**config.mk**
```make
export PLATFORM = sky130hd
export DESIGN_NAME = fetch_unit_flat
export DESIGN_NICKNAME = d
export VERILOG_FILES = /design/src/rtl/fetch_unit_pkg.sv /design/src/rtl/fetch_unit_if.sv /design/src/rtl/fetch_unit_fifo.sv /design/src/rtl/fetch_unit.sv /design/src/flat_wrapper.sv
export SDC_FILE = /design/constraint.sdc
export NUM_CORES = 1
export LEC_CHECK = 0
export ABC_CLOCK_PERIOD_IN_PS = 5000
export CAP_MARGIN = 30
export CORE_MARGIN = 4
export CORE_UTILIZATION = 40
export DETAILED_ROUTE_END_ITERATION = 10
export GPL_TIMING_DRIVEN = 0
export PLACE_DENSITY = 0.71
export SLEW_MARGIN = 20
export SYNTH_ARGS = -nofsm -noshare
export SYNTH_HDL_FRONTEND = slang
export SYNTH_SLANG_ARGS = --single-unit
```
**constraint.sdc**
```tcl
create_clock -name clk -period 5 [get_ports clk]
set_input_delay 1 -clock clk [delete_from_list [all_inputs] [get_ports clk]]
set_output_delay 1 -clock clk [all_outputs]
set_load 0.05 [all_outputs]
```
**src/rtl/fetch_unit_pkg.sv**
```systemverilog
// Shared definitions for the fetch stage and the control decoder.
// Holds the datapath width, the default reset PC, and the bit positions
// of the opcode/funct3 fields so that every consumer slices identically.
package fetch_unit_pkg;

   localparam int unsigned XLEN             = 32;
   localparam logic [31:0] RESET_PC_DEFAULT = 32'h0000_0000;

   localparam int unsigned OPC_LSB = 0;
   localparam int unsigned OPC_MSB = 6;
   localparam int unsigned F3_LSB  = 12;
   localparam int unsigned F3_MSB  = 14;

endpackage

```
**src/rtl/fetch_unit_if.sv**
```systemverilog
// Instruction-memory bus between the fetch stage (master) and memory (slave).
//   imem_req_valid/ready/addr : word fetch request channel
//   imem_rsp_valid/data       : in-order response channel, no backpressure
interface fetch_unit_if #(
   parameter int unsigned XLEN = fetch_unit_pkg::XLEN
);
   import fetch_unit_pkg::*;

   logic            imem_req_valid;
   logic            imem_req_ready;
   logic [XLEN-1:0] imem_req_addr;
   logic            imem_rsp_valid;
   logic [XLEN-1:0] imem_rsp_data;

   modport master (
      output imem_req_valid, imem_req_addr,
      input  imem_req_ready, imem_rsp_valid, imem_rsp_data
   );

   modport slave (
      input  imem_req_valid, imem_req_addr,
      output imem_req_ready, imem_rsp_valid, imem_rsp_data
   );

endinterface

```
**src/rtl/fetch_unit_fifo.sv**
```systemverilog
// fetch_fifo: DEPTH-entry synchronous FIFO (DEPTH a power of two).
//   clk, rst : clock, synchronous active-high reset
//   flush    : empties the FIFO; a push in the same cycle is discarded
//   push/pop : write wdata / advance head; pop on empty is ignored
//   rdata    : head entry
//   count    : number of valid entries
module fetch_fifo #(
   parameter int unsigned WIDTH = 32,
   parameter int unsigned DEPTH = 2
) (
   input  logic                         clk,
   input  logic                         rst,
   input  logic                         flush,
   input  logic                         push,
   input  logic                         pop,
   input  logic [WIDTH-1:0]             wdata,
   output logic [WIDTH-1:0]             rdata,
   output logic [$clog2(DEPTH+1)-1:0]   count
);
   import fetch_unit_pkg::*;

   localparam int unsigned AW = $clog2(DEPTH);
   localparam int unsigned CW = $clog2(DEPTH+1);

   logic [AW-1:0]    rd_ptr_q, rd_ptr_d;
   logic [AW-1:0]    wr_ptr_q, wr_ptr_d;
   logic [CW-1:0]    count_q, count_d;
   logic [WIDTH-1:0] mem_q [DEPTH];
   logic [WIDTH-1:0] mem_d [DEPTH];
   logic             do_push, do_pop, full;

   assign full    = (count_q == CW'(DEPTH));
   assign do_pop  = pop && (count_q != '0);
   assign do_push = push && (!full || do_pop);

   always_comb begin
      rd_ptr_d = rd_ptr_q;
      wr_ptr_d = wr_ptr_q;
      count_d  = count_q;
      mem_d    = mem_q;
      if (flush) begin
         rd_ptr_d = '0;
         wr_ptr_d = '0;
         count_d  = '0;
      end else begin
         if (do_push) begin
            mem_d[wr_ptr_q] = wdata;
            wr_ptr_d        = wr_ptr_q + AW'(1);
         end
         if (do_pop) begin
            rd_ptr_d = rd_ptr_q + AW'(1);
         end
         count_d = count_q + CW'(do_push) - CW'(do_pop);
      end
   end

   always_ff @(posedge clk) begin
      if (rst) begin
         rd_ptr_q <= '0;
         wr_ptr_q <= '0;
         count_q  <= '0;
      end else begin
         rd_ptr_q <= rd_ptr_d;
         wr_ptr_q <= wr_ptr_d;
         count_q  <= count_d;
      end
   end

   // Storage needs no reset: count gates every read of it.
   always_ff @(posedge clk) begin
      mem_q <= mem_d;
   end

   assign rdata = mem_q[rd_ptr_q];
   assign count = count_q;

   a_no_overflow: assert property (@(posedge clk) disable iff (rst)
      !(push && !flush && full && !pop));

endmodule

```
**src/rtl/fetch_unit.sv**
```systemverilog
// fetch_unit: instruction fetch stage.
//   clk, rst        : clock, synchronous active-high reset
//   imem            : instruction-memory bus (master side)
//   PC_Src          : redirect from control (branch taken / jump)
//   pc_target       : redirect address (low two bits ignored)
//   stall           : downstream not accepting this cycle
//   instr_valid     : head instruction valid
//   instr, instr_pc : head instruction word and its address
//   opcode, funct3  : fields sliced from the head instruction
module fetch_unit #(
   parameter int unsigned     XLEN     = fetch_unit_pkg::XLEN,
   parameter logic [XLEN-1:0] RESET_PC = XLEN'(fetch_unit_pkg::RESET_PC_DEFAULT),
   parameter int unsigned     DEPTH    = 2
) (
   input  logic            clk,
   input  logic            rst,
   fetch_unit_if.master    imem,
   input  logic            PC_Src,
   input  logic [XLEN-1:0] pc_target,
   input  logic            stall,
   output logic            instr_valid,
   output logic [XLEN-1:0] instr,
   output logic [XLEN-1:0] instr_pc,
   output logic [6:0]      opcode,
   output logic [2:0]      funct3
);
   import fetch_unit_pkg::*;

   localparam int unsigned CW = $clog2(DEPTH+1);

   logic [XLEN-1:0]   pc_q, pc_d;
   logic [CW-1:0]     outstanding_q, outstanding_d;
   logic [CW-1:0]     drop_cnt_q, drop_cnt_d;

   logic [CW-1:0]     ib_count, aq_count;
   logic [2*XLEN-1:0] ib_head;
   logic [XLEN-1:0]   aq_head;

   logic req_valid, req_fire, rsp, rsp_live, ib_push, ib_pop;

   // Credit covers both in-flight requests (including ones marked for drop)
   // and buffered instructions, so the buffer can never overflow.
   assign req_valid = !rst && !PC_Src &&
                      (({1'b0, outstanding_q} + {1'b0, ib_count}) < (CW+1)'(DEPTH));
   assign req_fire  = req_valid && imem.imem_req_ready;
   assign rsp       = imem.imem_rsp_valid;
   assign rsp_live  = rsp && (drop_cnt_q == '0);
   assign ib_push   = rsp_live && !PC_Src;
   assign ib_pop    = instr_valid && !stall && !PC_Src;

   assign imem.imem_req_valid = req_valid;
   assign imem.imem_req_addr  = pc_q;

   always_comb begin
      pc_d          = pc_q;
      outstanding_d = outstanding_q + CW'(req_fire) - CW'(rsp);
      drop_cnt_d    = drop_cnt_q;
      if (PC_Src) begin
         pc_d       = pc_target & ~XLEN'(3);
         // Everything still in flight after this edge must be discarded;
         // a response landing this cycle is already gone.
         drop_cnt_d = outstanding_q - CW'(rsp);
      end else begin
         if (req_fire) begin
            pc_d = pc_q + XLEN'(4);
         end
         if (rsp && (drop_cnt_q != '0)) begin
            drop_cnt_d = drop_cnt_q - CW'(1);
         end
      end
   end

   always_ff @(posedge clk) begin
      if (rst) begin
         pc_q          <= RESET_PC;
         outstanding_q <= '0;
         drop_cnt_q    <= '0;
      end else begin
         pc_q          <= pc_d;
         outstanding_q <= outstanding_d;
         drop_cnt_q    <= drop_cnt_d;
      end
   end

   // Address of every live request, popped as its response returns.
   fetch_fifo #(.WIDTH(XLEN), .DEPTH(DEPTH)) u_addrq (
      .clk   (clk),
      .rst   (rst),
      .flush (PC_Src),
      .push  (req_fire),
      .pop   (rsp_live),
      .wdata (pc_q),
      .rdata (aq_head),
      .count (aq_count)
   );

   fetch_fifo #(.WIDTH(2*XLEN), .DEPTH(DEPTH)) u_ibuf (
      .clk   (clk),
      .rst   (rst),
      .flush (PC_Src),
      .push  (ib_push),
      .pop   (ib_pop),
      .wdata ({imem.imem_rsp_data, aq_head}),
      .rdata (ib_head),
      .count (ib_count)
   );

   assign instr_valid = !rst && (ib_count != '0);
   assign instr       = ib_head[2*XLEN-1:XLEN];
   assign instr_pc    = ib_head[XLEN-1:0];
   assign opcode      = instr[OPC_MSB:OPC_LSB];
   assign funct3      = instr[F3_MSB:F3_LSB];

   a_addrq_tracks: assert property (@(posedge clk) disable iff (rst)
      aq_count == outstanding_q - drop_cnt_q);

endmodule
```
**src/flat_wrapper.sv**
```systemverilog
// flat-port wrapper written by rule: the top's interface ports become plain ports
module fetch_unit_flat import fetch_unit_pkg::*;
#(
   parameter int unsigned     XLEN     = fetch_unit_pkg::XLEN,
   parameter logic [XLEN-1:0] RESET_PC = XLEN'(fetch_unit_pkg::RESET_PC_DEFAULT),
   parameter int unsigned     DEPTH    = 2
)
  (clk, rst, PC_Src, pc_target, stall, instr_valid, instr, instr_pc, opcode, funct3, imem_imem_req_valid, imem_imem_req_addr, imem_imem_req_ready, imem_imem_rsp_valid, imem_imem_rsp_data);
  fetch_unit_if #(.XLEN(XLEN)) imem_i ();
  input  logic clk;
  input  logic rst;
  input  logic PC_Src;
  input  logic [XLEN-1:0] pc_target;
  input  logic stall;
  output logic instr_valid;
  output logic [XLEN-1:0] instr;
  output logic [XLEN-1:0] instr_pc;
  output logic [6:0] opcode;
  output logic [2:0] funct3;
  output wire logic [$bits(imem_i.imem_req_valid)-1:0] imem_imem_req_valid;
  output wire logic [$bits(imem_i.imem_req_addr)-1:0] imem_imem_req_addr;
  input wire logic [$bits(imem_i.imem_req_ready)-1:0] imem_imem_req_ready;
  input wire logic [$bits(imem_i.imem_rsp_valid)-1:0] imem_imem_rsp_valid;
  input wire logic [$bits(imem_i.imem_rsp_data)-1:0] imem_imem_rsp_data;
  assign imem_imem_req_valid = imem_i.imem_req_valid;
  assign imem_imem_req_addr = imem_i.imem_req_addr;
  assign imem_i.imem_req_ready = imem_imem_req_ready;
  assign imem_i.imem_rsp_valid = imem_imem_rsp_valid;
  assign imem_i.imem_rsp_data = imem_imem_rsp_data;
  fetch_unit #(.XLEN(XLEN), .RESET_PC(RESET_PC), .DEPTH(DEPTH)) u_core (.clk(clk), .rst(rst), .imem(imem_i), .PC_Src(PC_Src), .pc_target(pc_target), .stall(stall), .instr_valid(instr_valid), .instr(instr), .instr_pc(instr_pc), .opcode(opcode), .funct3(funct3));
endmodule
```
=== Word-level counts from Yosys, hierarchy flattened ===
Cells that the tools add are included.

* Output and inout port bits: 108
* Logic and storage cells: 89
* Register bits: 236

* $add $sub $neg: 14
* Equality and inequality tests: 2
* Bitwise gates (word level): 5
* Reductions and logical operators: 31
* $lt $le $gt $ge: 7
* Mux-type cells: 16

{| class="wikitable"
|+ Operators by type and width
! kind !! number
|-
| two-way mux 64 bit || 4
|-
| two-way mux 32 bit || 6
|-
| bitwise mux 128 bit || 1
|-
| bitwise mux 64 bit || 1
|-
| demux 64 bit (select 1 bit) || 1
|-
| adder 32 x 3 -> 32 bit, second input constant || 1
|-
| demux 32 bit (select 1 bit) || 1
|-
| logical AND 1 bit || 15
|-
| nonzero test 2 bit || 5
|-
| >= comparator 2 bit, second input constant || 4
|-
| NOT 1 -> 2 bit || 4
|-
| subtractor 2 x 1 -> 2 bit || 4
|-
| adder 2 x 1 -> 2 bit || 3
|-
| logical NOT 1 bit || 5
|-
| adder 1 bit, second input constant || 4
|-
| equality test 2 bit, second input constant || 2
|-
| less-than comparator 2 x 1 -> 1 bit, second input constant || 2
|-
| two-way mux 2 bit || 2
|-
| AND reduction 2 bit || 2
|-
| adder 2 x 2 -> 3 bit || 1
|-
| less-than comparator 3 x 2 -> 1 bit, second input constant || 1
|-
| logical NOT 2 bit || 1
|-
| logical OR 1 bit || 2
|-
| OR reduction 2 bit || 1
|-
| other kinds (2) || 2
|}

=== Depth between registers and ports, before layout ===
Gate-level depths: netlist of the first run.

* Depth after elaboration: 9
* Depth in mapped cells: 13
* Gate-level depth less buffers: 12

=== Modules after synthesis ===
Synthesis of the first run repeated with hierarchy kept, for this count alone.

* Cells, all modules: 603
* Area total of the unflattened synthesis: 9700.6 um^2

{| class="wikitable"
|+ Modules (own cells, without submodules)
! module !! times used !! cells an instance !! seq. area each (um^2) !! area each (um^2)
|-
| fetch_fifo (u_core.u_ibuf) || 1 || 221 || 3923.8 || 5066.1
|-
| fetch_fifo (u_core.u_addrq) || 1 || 122 || 2001.9 || 2547.4
|-
| fetch_unit || 1 || 260 || 680.7 || 2087.0
|}

=== Worst setup path before layout of the first run ===
OpenSTA, ideal clock, no wires.

* Path type: input to register
* Start: in rst
* End: reg u_core.u_ibuf.mem_q[100] (netlist name) (enable)
* Data arrival time: 4.486 ns
* Setup slack: 0.032 ns
* Library setup time: 0.482 ns
* Stages on the path: 4
* Buffers on the path: 1
* Cells stage by stage: clkbuf_1 -> or2_2 -> a311o_1 -> nor2_1

* Word-level cells in the longest chain between the ends: 8

{| class="wikitable"
|+ RTL lines
! item !! RTL line !! text
|-
| from (decl) || flat_wrapper.sv:11 || <nowiki>input logic rst;</nowiki>
|-
| logical NOT 1 bit || fetch_unit.sv:108 || <nowiki>assign instr_valid = !rst && (ib_count != '0);</nowiki>
|-
| logical AND 1 bit || fetch_unit.sv:108 ||
|-
| logical AND 1 bit (2 in series) || fetch_unit.sv:49 || <nowiki>assign ib_pop = instr_valid && !stall && !PC_Src;</nowiki>
|-
| logical AND 1 bit || fetch_unit_fifo.sv:33 || <nowiki>assign do_pop = pop && (count_q != '0);</nowiki>
|-
| logical OR 1 bit || fetch_unit_fifo.sv:34 || <nowiki>assign do_push = push && (!full || do_pop);</nowiki>
|-
| logical AND 1 bit || fetch_unit_fifo.sv:34 ||
|-
| AND reduction 2 bit (no line) || -- ||
|-
| to (signal assigned) || fetch_unit_fifo.sv:71 || <nowiki>mem_q <= mem_d;</nowiki>
|-
| to (decl) || fetch_unit_fifo.sv:28 || <nowiki>logic [WIDTH-1:0] mem_q [DEPTH];</nowiki>
|}

No other way between the ends.
A chain may end at the register's enable or synchronous reset.

=== Worst setup path after layout of the first run ===
* Start: in rst
* End: out instr_valid

* Word-level cells in the longest chain between the ends: 2

{| class="wikitable"
|+ RTL lines
! item !! RTL line !! text
|-
| logical NOT 1 bit || fetch_unit.sv:108 ||
|-
| logical AND 1 bit || fetch_unit.sv:108 ||
|-
| to (decl) || flat_wrapper.sv:15 || <nowiki>output logic instr_valid;</nowiki>
|}

No other way between the ends.

==> impl_metrics.csv, run 1 <==
group,metric,value,unit
run_status,status,"completed",
timing,skew,0.00938,ns
routing,topRoutingLayerUsed,"met4",
clock_network,numCtsBuffers,24,
critical_path,worstSetupPathType,"input port to primary output",
clock_network,cts_tree,"done",
timing,fmax,0.232,GHz
clock_network,clockBufferDepth,3,
critical_path,r2r-end,"u_core.u_addrq.count[1]",
routing,avgRoutedWirePerCell,19.6,um
clock_network,postCtsHoldBufs,0,
critical_path,r2r_cells,13,
synthesis,synth_edf_count,184,
grt,grt_usage,0.170,
critical_path,critPathLaunchType,"input port",
grt,grt_first_pass_wirelength,34600,um
finish,antennaDiodeCount,0,
min_path,hold_path_class,"register to register",
finish,design_area,12300,sq um
synthesis,synthCells,620,
routing,antenna_left,0,
grt,grt_pass1_vias,6116,
power,power_density,355,nW/um^2
routing,wl_met1,9390,um
clock_network,clock_latency,0.51,ns
placement,place_inst,1113,
routing,vias_per_cell,5.31,
finish,final_nets,905,
floorplanning,die_w,161,um
floorplanning,fp.dieH,161,um
timing,slew_viol_final,0,
routing,met3_length,1620,um
min_path,holdPathStages,0,
critical_path,regToRegSetupSlack,1.77,ns
routing,dr_total_vias,6134,
synthesis,synth_area,9310,sq um
clock_network,htree_levels,1,
clock_network,cts_setup_buffers,0,
synthesis,ys_seq_area_frac,0.684,
routing,drtPass1Iterations,5,
critical_path,path_common_cell,"clkdlybuf4s50_1",
clock_network,cts.clk_slew.worst_paths,0.06,ns
clock_network,root_buffer,"clkbuf_16",
power,peakVddDrop,0.000144,V
synthesis,synth.top_cells.by_count,"184 x edfxtp_1, 92 x mux2_2, 42 x dfxtp_1",
floorplanning,design.core.area,22800,sq um
clock_network,ctsResizeCount,0,
routing,wl_met2,11000,um
floorplanning,start_util,0.409,
timing,fin_crit_sh,0.861,
synthesis,avgSynthCellArea,15.0,sq um
floorplanning,num_rows,55,
synthesis,yosysTopAreaCellShare,0.594,
grt,grt_overflow_total,0,
finish,layout-drive-gt1-share,0.197,
timing,hold_violations,0,
finish,fin_cells,1156,
synthesis,synth_cell_types,59,
critical_path,critPathCaptureType,"primary output",
finish,areaGrowthSynthToFinish,32.0,%
synthesis,yosys.area.top_type,"edfxtp_1",
critical_path,crit_arrival,3.30,ns
synthesis,ys_ff_latch,226,
placement,place_area,11600,sq um
min_path,worst_hold_path.endpoint,"u_core.u_addrq.mem_q[51]",
run,drv_cap,0,
timing,setup_viol,0,
synthesis,yosysWarnings,0,
critical_path,startpoint,"rst",
routing,drt_iter0_drc,427,
placement,place_congestion,0.852,
power,leakage,0.00408,uW
critical_path,cp.required,4.00,ns
synthesis,synthTopCellsByArea,"edfxtp_1 59%, mux2_2 11%, dfxtp_1 9.0%, buf_4 1.4%, nand4_1 1.3%",
critical_path,crit_path_max_fanout,10,
placement,portBuffers,170,
floorplanning,die_area,25800,sq um
timing,period_needed,4.30,ns
critical_path,cp_slowest_stage_delay,0.72,ns
floorplanning,io_pins,178,
grt,antenna_found_initial,0,
routing,drc,0,
routing,routed_wl,22700,um
timing,slew_headroom,0.383,
timing,worst_slew_pin_slew,0.913,ns
min_path,worstHoldStart,"u_core.imem.imem_req_addr[19]",
grt,grt_max_degree,27,
placement,hpwlAfterDp,15800,um
clock_network,cts_sinks,226,
timing,rsz0062_at_grt,"false",
critical_path,reg2reg_from,"u_core.u_ibuf.count[0]",
synthesis,synthArstFlopShare,0,
critical_path,crit_slowest_cell,"clkdlybuf4s50_1",
finish,final_util,0.539,
timing,whs,0.509,ns
synthesis,yosysMostFrequentCell,"edfxtp_1",
critical_path,path_cells,"clkdlybuf4s50_1 > clkbuf_1 > buf_1 > nor2_1 > clkdlybuf4s50_1",
synthesis,yosys_most_used_dff,"edfxtp_1",
## worst max path at each step
stage / endpoint / cells after the start
after detailed placement: instr_valid / 5
after CTS: instr[13] / 5
after floorplan: u_core.u_ibuf.mem_q[100] / 4
final: instr_valid / 5
after global routing: instr_valid / 5
after global placement: u_core.u_ibuf.mem_q[47] / 5
## flip-flops by register name (all words and copies together) (netlist names)
| name | cells |
|---|---|
| u_core.u_addrq.rd_ptr_q | 1 |
| u_core.u_ibuf.wr_ptr_q | 1 |
| u_core.drop_cnt_q | 2 |
| u_core.u_addrq.wr_ptr_q | 1 |
| u_core.u_addrq.mem_q | 60 |
| u_core.u_ibuf.rd_ptr_q | 1 |
| u_core.u_ibuf.mem_q | 124 |
| u_core.u_addrq.count | 2 |
| u_core.imem.imem_req_addr | 30 |
| u_core.outstanding_q | 2 |
| u_core.u_ibuf.count | 2 |
## logic make-up after synthesis
kind of cell	count (synthesis)	share of synthesized area
adders and majority gates	9	0.0129
AOI/OAI and AO/OA	69	0.0547
buffers and inverters	60	0.0313
and+or+nand+nor	145	0.0884
DFF	226	0.684
other	1	0.000403
muxes	93	0.112
xor gates and xnor gates	17	0.0160
## stage by stage
step	setup slack, ns	TNS [ns]	power [uW]
6_report	0.695	0	4360
5_1_grt	0.571	0	4510
4_1_cts	0.658	0	4400
3_5_place_dp	0.749	0	2800
3_3_place_gp	-2.50	-316.73	2780
2_1_floorplan	0.0318	0	2550
## final cells by class
type	count	area, sq um
tap	313	392
inverter	18	67.6
buffer	42	224
multi-input combinational	337	2690
clock inverter	10	47.5
sequential	226	6370
timing repair buffer	177	1850
fill	1917	10500
clock buffer	33	656
## where the power goes
part	internal [uW]	leakage [uW]	switching [uW]
Sequential	2110	0.00203	61.7
Clock	914	0.000346	685
Combinational	227	0.00170	359
## cell usage in the layout (no fill, tap or decap), types with 7 or more instances in the layout
master	netlist	layout
edfxtp_1	184	184
clkdlybuf4s50_1	0	170
mux2_2	92	92
dfxtp_1	42	42
nor2_1	33	30
clkbuf_1	18	26
clkbuf_16	0	25
nand2_1	24	24
nand4_1	20	20
inv_1	17	17
buf_4	17	17
a211oi_1	10	10
nand3_1	10	10
a21oi_1	10	10
a31oi_1	9	9
xor2_1	9	9
xnor2_1	8	8
nor3_1	8	8
ha_1	8	8
a311oi_1	7	7
## metal layers
metal / global-route usage / up-vias
met5: 0 / -
met4: 0.0544 / 0
met3: 0.0344 / 47
met2: 0.284 / 260
met1: 0.224 / 3018
li1: - / 2809
## worst max-delay path: cells and delay by family
kind	cells	cell delay (ns)
buffers and inverters	4	2.19
AND/OR/NAND/NOR	1	0.10
Power figures use the tool's default switching activity.
==> inputs of run 2 (changes only) <==
--- a/config.mk
+++ b/config.mk
@@ -6,11 +6,12 @@
 export NUM_CORES = 1
 export LEC_CHECK = 0
 export ABC_CLOCK_PERIOD_IN_PS = 5000
-export CAP_MARGIN = 30
 export CORE_MARGIN = 4
 export CORE_UTILIZATION = 40
+export CTS_CLUSTER_DIAMETER = 150
 export DETAILED_ROUTE_END_ITERATION = 10
 export GPL_TIMING_DRIVEN = 0
+export HOLD_SLACK_MARGIN = 0.02
 export PLACE_DENSITY = 0.71
 export SLEW_MARGIN = 20
 export SYNTH_ARGS = -nofsm -noshare
==> impl_metrics.csv, run 2 (synthesis gave the netlist of run 1 again) <==
group,metric,value,unit
finish,layout-drive-gt1-share,0.197,
routing,routed_wl,22700,um
floorplanning,io_pins,178,
clock_network,clock_latency,0.51,ns
critical_path,worstSetupPathType,"input port to primary output",
power,p_total,4360,uW
finish,largest_register_ffs,124,
grt,grt_max_degree,27,
finish,final_cell_mix,"184 x edfxtp_1, 170 x clkdlybuf4s50_1, 92 x mux2_2",
floorplanning,die_w,161,um
run_status,status,"completed",
critical_path,crit_path_max_fanout,10,
power,p_sw_frac,0.254,
timing,period_needed,4.30,ns
clock_network,htree_levels,1,
clock_network,ctsResizeCount,0,
finish,multi_input_area,2690,sq um
finish,n_fill_cell,1917,
min_path,holdPathStages,0,
floorplanning,die_area,25800,sq um
finish,regMostFlops,"u_core.u_ibuf.mem_q",
grt,gr-usage-met2,0.284,
timing,slew_headroom,0.383,
critical_path,cp.required,4.00,ns
grt,busiest_layer,"met2",
placement,portBuffers,170,
power,peakVddDrop,0.000144,V
placement,place_congestion,0.852,
power,power_frac_comb,0.134,
routing,dr_total_vias,6134,
critical_path,cp.buffers_inverters,4,
floorplanning,fp.dieH,161,um
critical_path,critPathLaunchType,"input port",
clock_network,cts_setup_buffers,0,
grt,grt_first_pass_wirelength,34600,um
timing,whs,0.509,ns
min_path,worst_hold_path.endpoint,"u_core.u_addrq.mem_q[51]",
min_path,hold_path_class,"register to register",
grt,grt_overflow_total,0,
power,leakage,0.00408,uW
critical_path,r2r-end,"u_core.u_addrq.count[1]",
clock_network,clockBufferDepth,3,
power,power_density,355,nW/um^2
clock_network,root_buffer,"clkbuf_16",
grt,grt_usage,0.170,
power,cell_internal_pwr,3250,uW
routing,avgRoutedWirePerCell,19.6,um
power,p_switching,1110,uW
clock_network,cts_sinks,226,
routing,vias_per_cell,5.31,
critical_path,cp_slowest_stage_delay,0.72,ns
critical_path,reg2reg_from,"u_core.u_ibuf.count[0]",
finish,ff_latch_area,6370,sq um
timing,skew,0.00938,ns
grt,antenna_found_initial,0,
routing,drt_iter0_drc,427,
finish,antennaDiodeCount,0,
finish,areaGrowthSynthToFinish,32.0,%
critical_path,path_common_cell,"clkdlybuf4s50_1",
clock_network,cts.clk_slew.worst_paths,0.06,ns
clock_network,postCtsHoldBufs,0,
critical_path,crit_slowest_cell,"clkdlybuf4s50_1",
finish,final_nets,905,
routing,drc,0,
timing,fin_crit_sh,0.861,
routing,antenna_left,0,
grt,grt_util_met1,0.224,
clock_network,numCtsBuffers,24,
critical_path,critPathCaptureType,"primary output",
timing,setup_viol,0,
finish,final_common_cell,"edfxtp_1",
floorplanning,start_util,0.409,
grt,grt_util_met3,0.0344,
timing,fmax,0.232,GHz
power,pwr-share-seq,0.499,
timing,worst_slew_pin_slew,0.913,ns
timing,slew_viol_final,0,
timing,hold_violations,0,
critical_path,critPathTopFamily,"buffers and inverters",
floorplanning,num_rows,55,
run,drv_cap,0,
critical_path,r2r_cells,13,
critical_path,crit_arrival,3.30,ns
clock_network,cts_tree,"done",
timing,rsz0062_at_grt,"false",
grt,grt_pass1_vias,6116,
min_path,worstHoldStart,"u_core.imem.imem_req_addr[19]",
floorplanning,design.core.area,22800,sq um
critical_path,path_cells,"clkdlybuf4s50_1 > clkbuf_1 > buf_1 > nor2_1 > clkdlybuf4s50_1",
critical_path,regToRegSetupSlack,1.77,ns
power,power_frac_clock,0.367,
routing,drtPass1Iterations,5,
placement,hpwlAfterDp,15800,um
==> run 2: cell counts in the layout (fill, tap and decap cells not counted) <==
Identical to the previous run, type by type.
==> run 2: through the flow <==
step,instance area (sq um),setup WS (ns),util,instances,setup TNS (ns)
2_1_floorplan,9320,0.0318,-,623,0
6_report,12300,0.695,0.539,1156,0
4_1_cts,12300,0.658,0.539,1156,0
3_5_place_dp,11600,0.749,0.509,1113,0
5_1_grt,12300,0.571,0.539,1156,0
3_3_place_gp,11400,-2.50,0.501,1106,-316.73
==> run 2: routing by layer <==
| metal | share of wire | up-vias |
|---|---|---|
| met4 | 0.028 | 0 |
| li1 | - | 2809 |
| met3 | 0.072 | 47 |
| met1 | 0.41 | 3018 |
| met5 | 0 | - |
| met2 | 0.49 | 260 |
==> run 2: worst max-delay path by stage <==
| stage | from | end | slack, ns | cells after the start |
|---|---|---|---|---|
| 4_1_cts | u_core.u_ibuf.rd_ptr_q | instr[13] | 0.66 | 5 |
| 3_3_place_gp | rst | u_core.u_ibuf.mem_q[47] | -2.50 | 5 |
| 3_5_place_dp | rst | instr_valid | 0.75 | 5 |
| 6_report | rst | instr_valid | 0.70 | 5 |
| 2_1_floorplan | rst | u_core.u_ibuf.mem_q[100] | 0.03 | 4 |
| 5_1_grt | rst | instr_valid | 0.57 | 5 |
==> run 2: power groups by stage <==
stage | Sequential (uW) | Clock, uW | Combinational [uW]
floorplan | 2260 | 0 | 291
global placement | 2220 | 0 | 566
detailed placement | 2210 | 0 | 587
CTS | 2170 | 1640 | 589
global route | 2180 | 1710 | 619
finish | 2170 | 1600 | 586
==> run 2: cell type report <==
class / count / share of cell area
Clock buffer: 33 / 0.0534
Buffer: 42 / 0.0182
Timing Repair Buffer: 177 / 0.150
Clock inverter: 10 / 0.00387
Multi-Input combinational cell: 337 / 0.219
Sequential cell: 226 / 0.518
Tap cell: 313 / 0.0319
Inverter: 18 / 0.00550
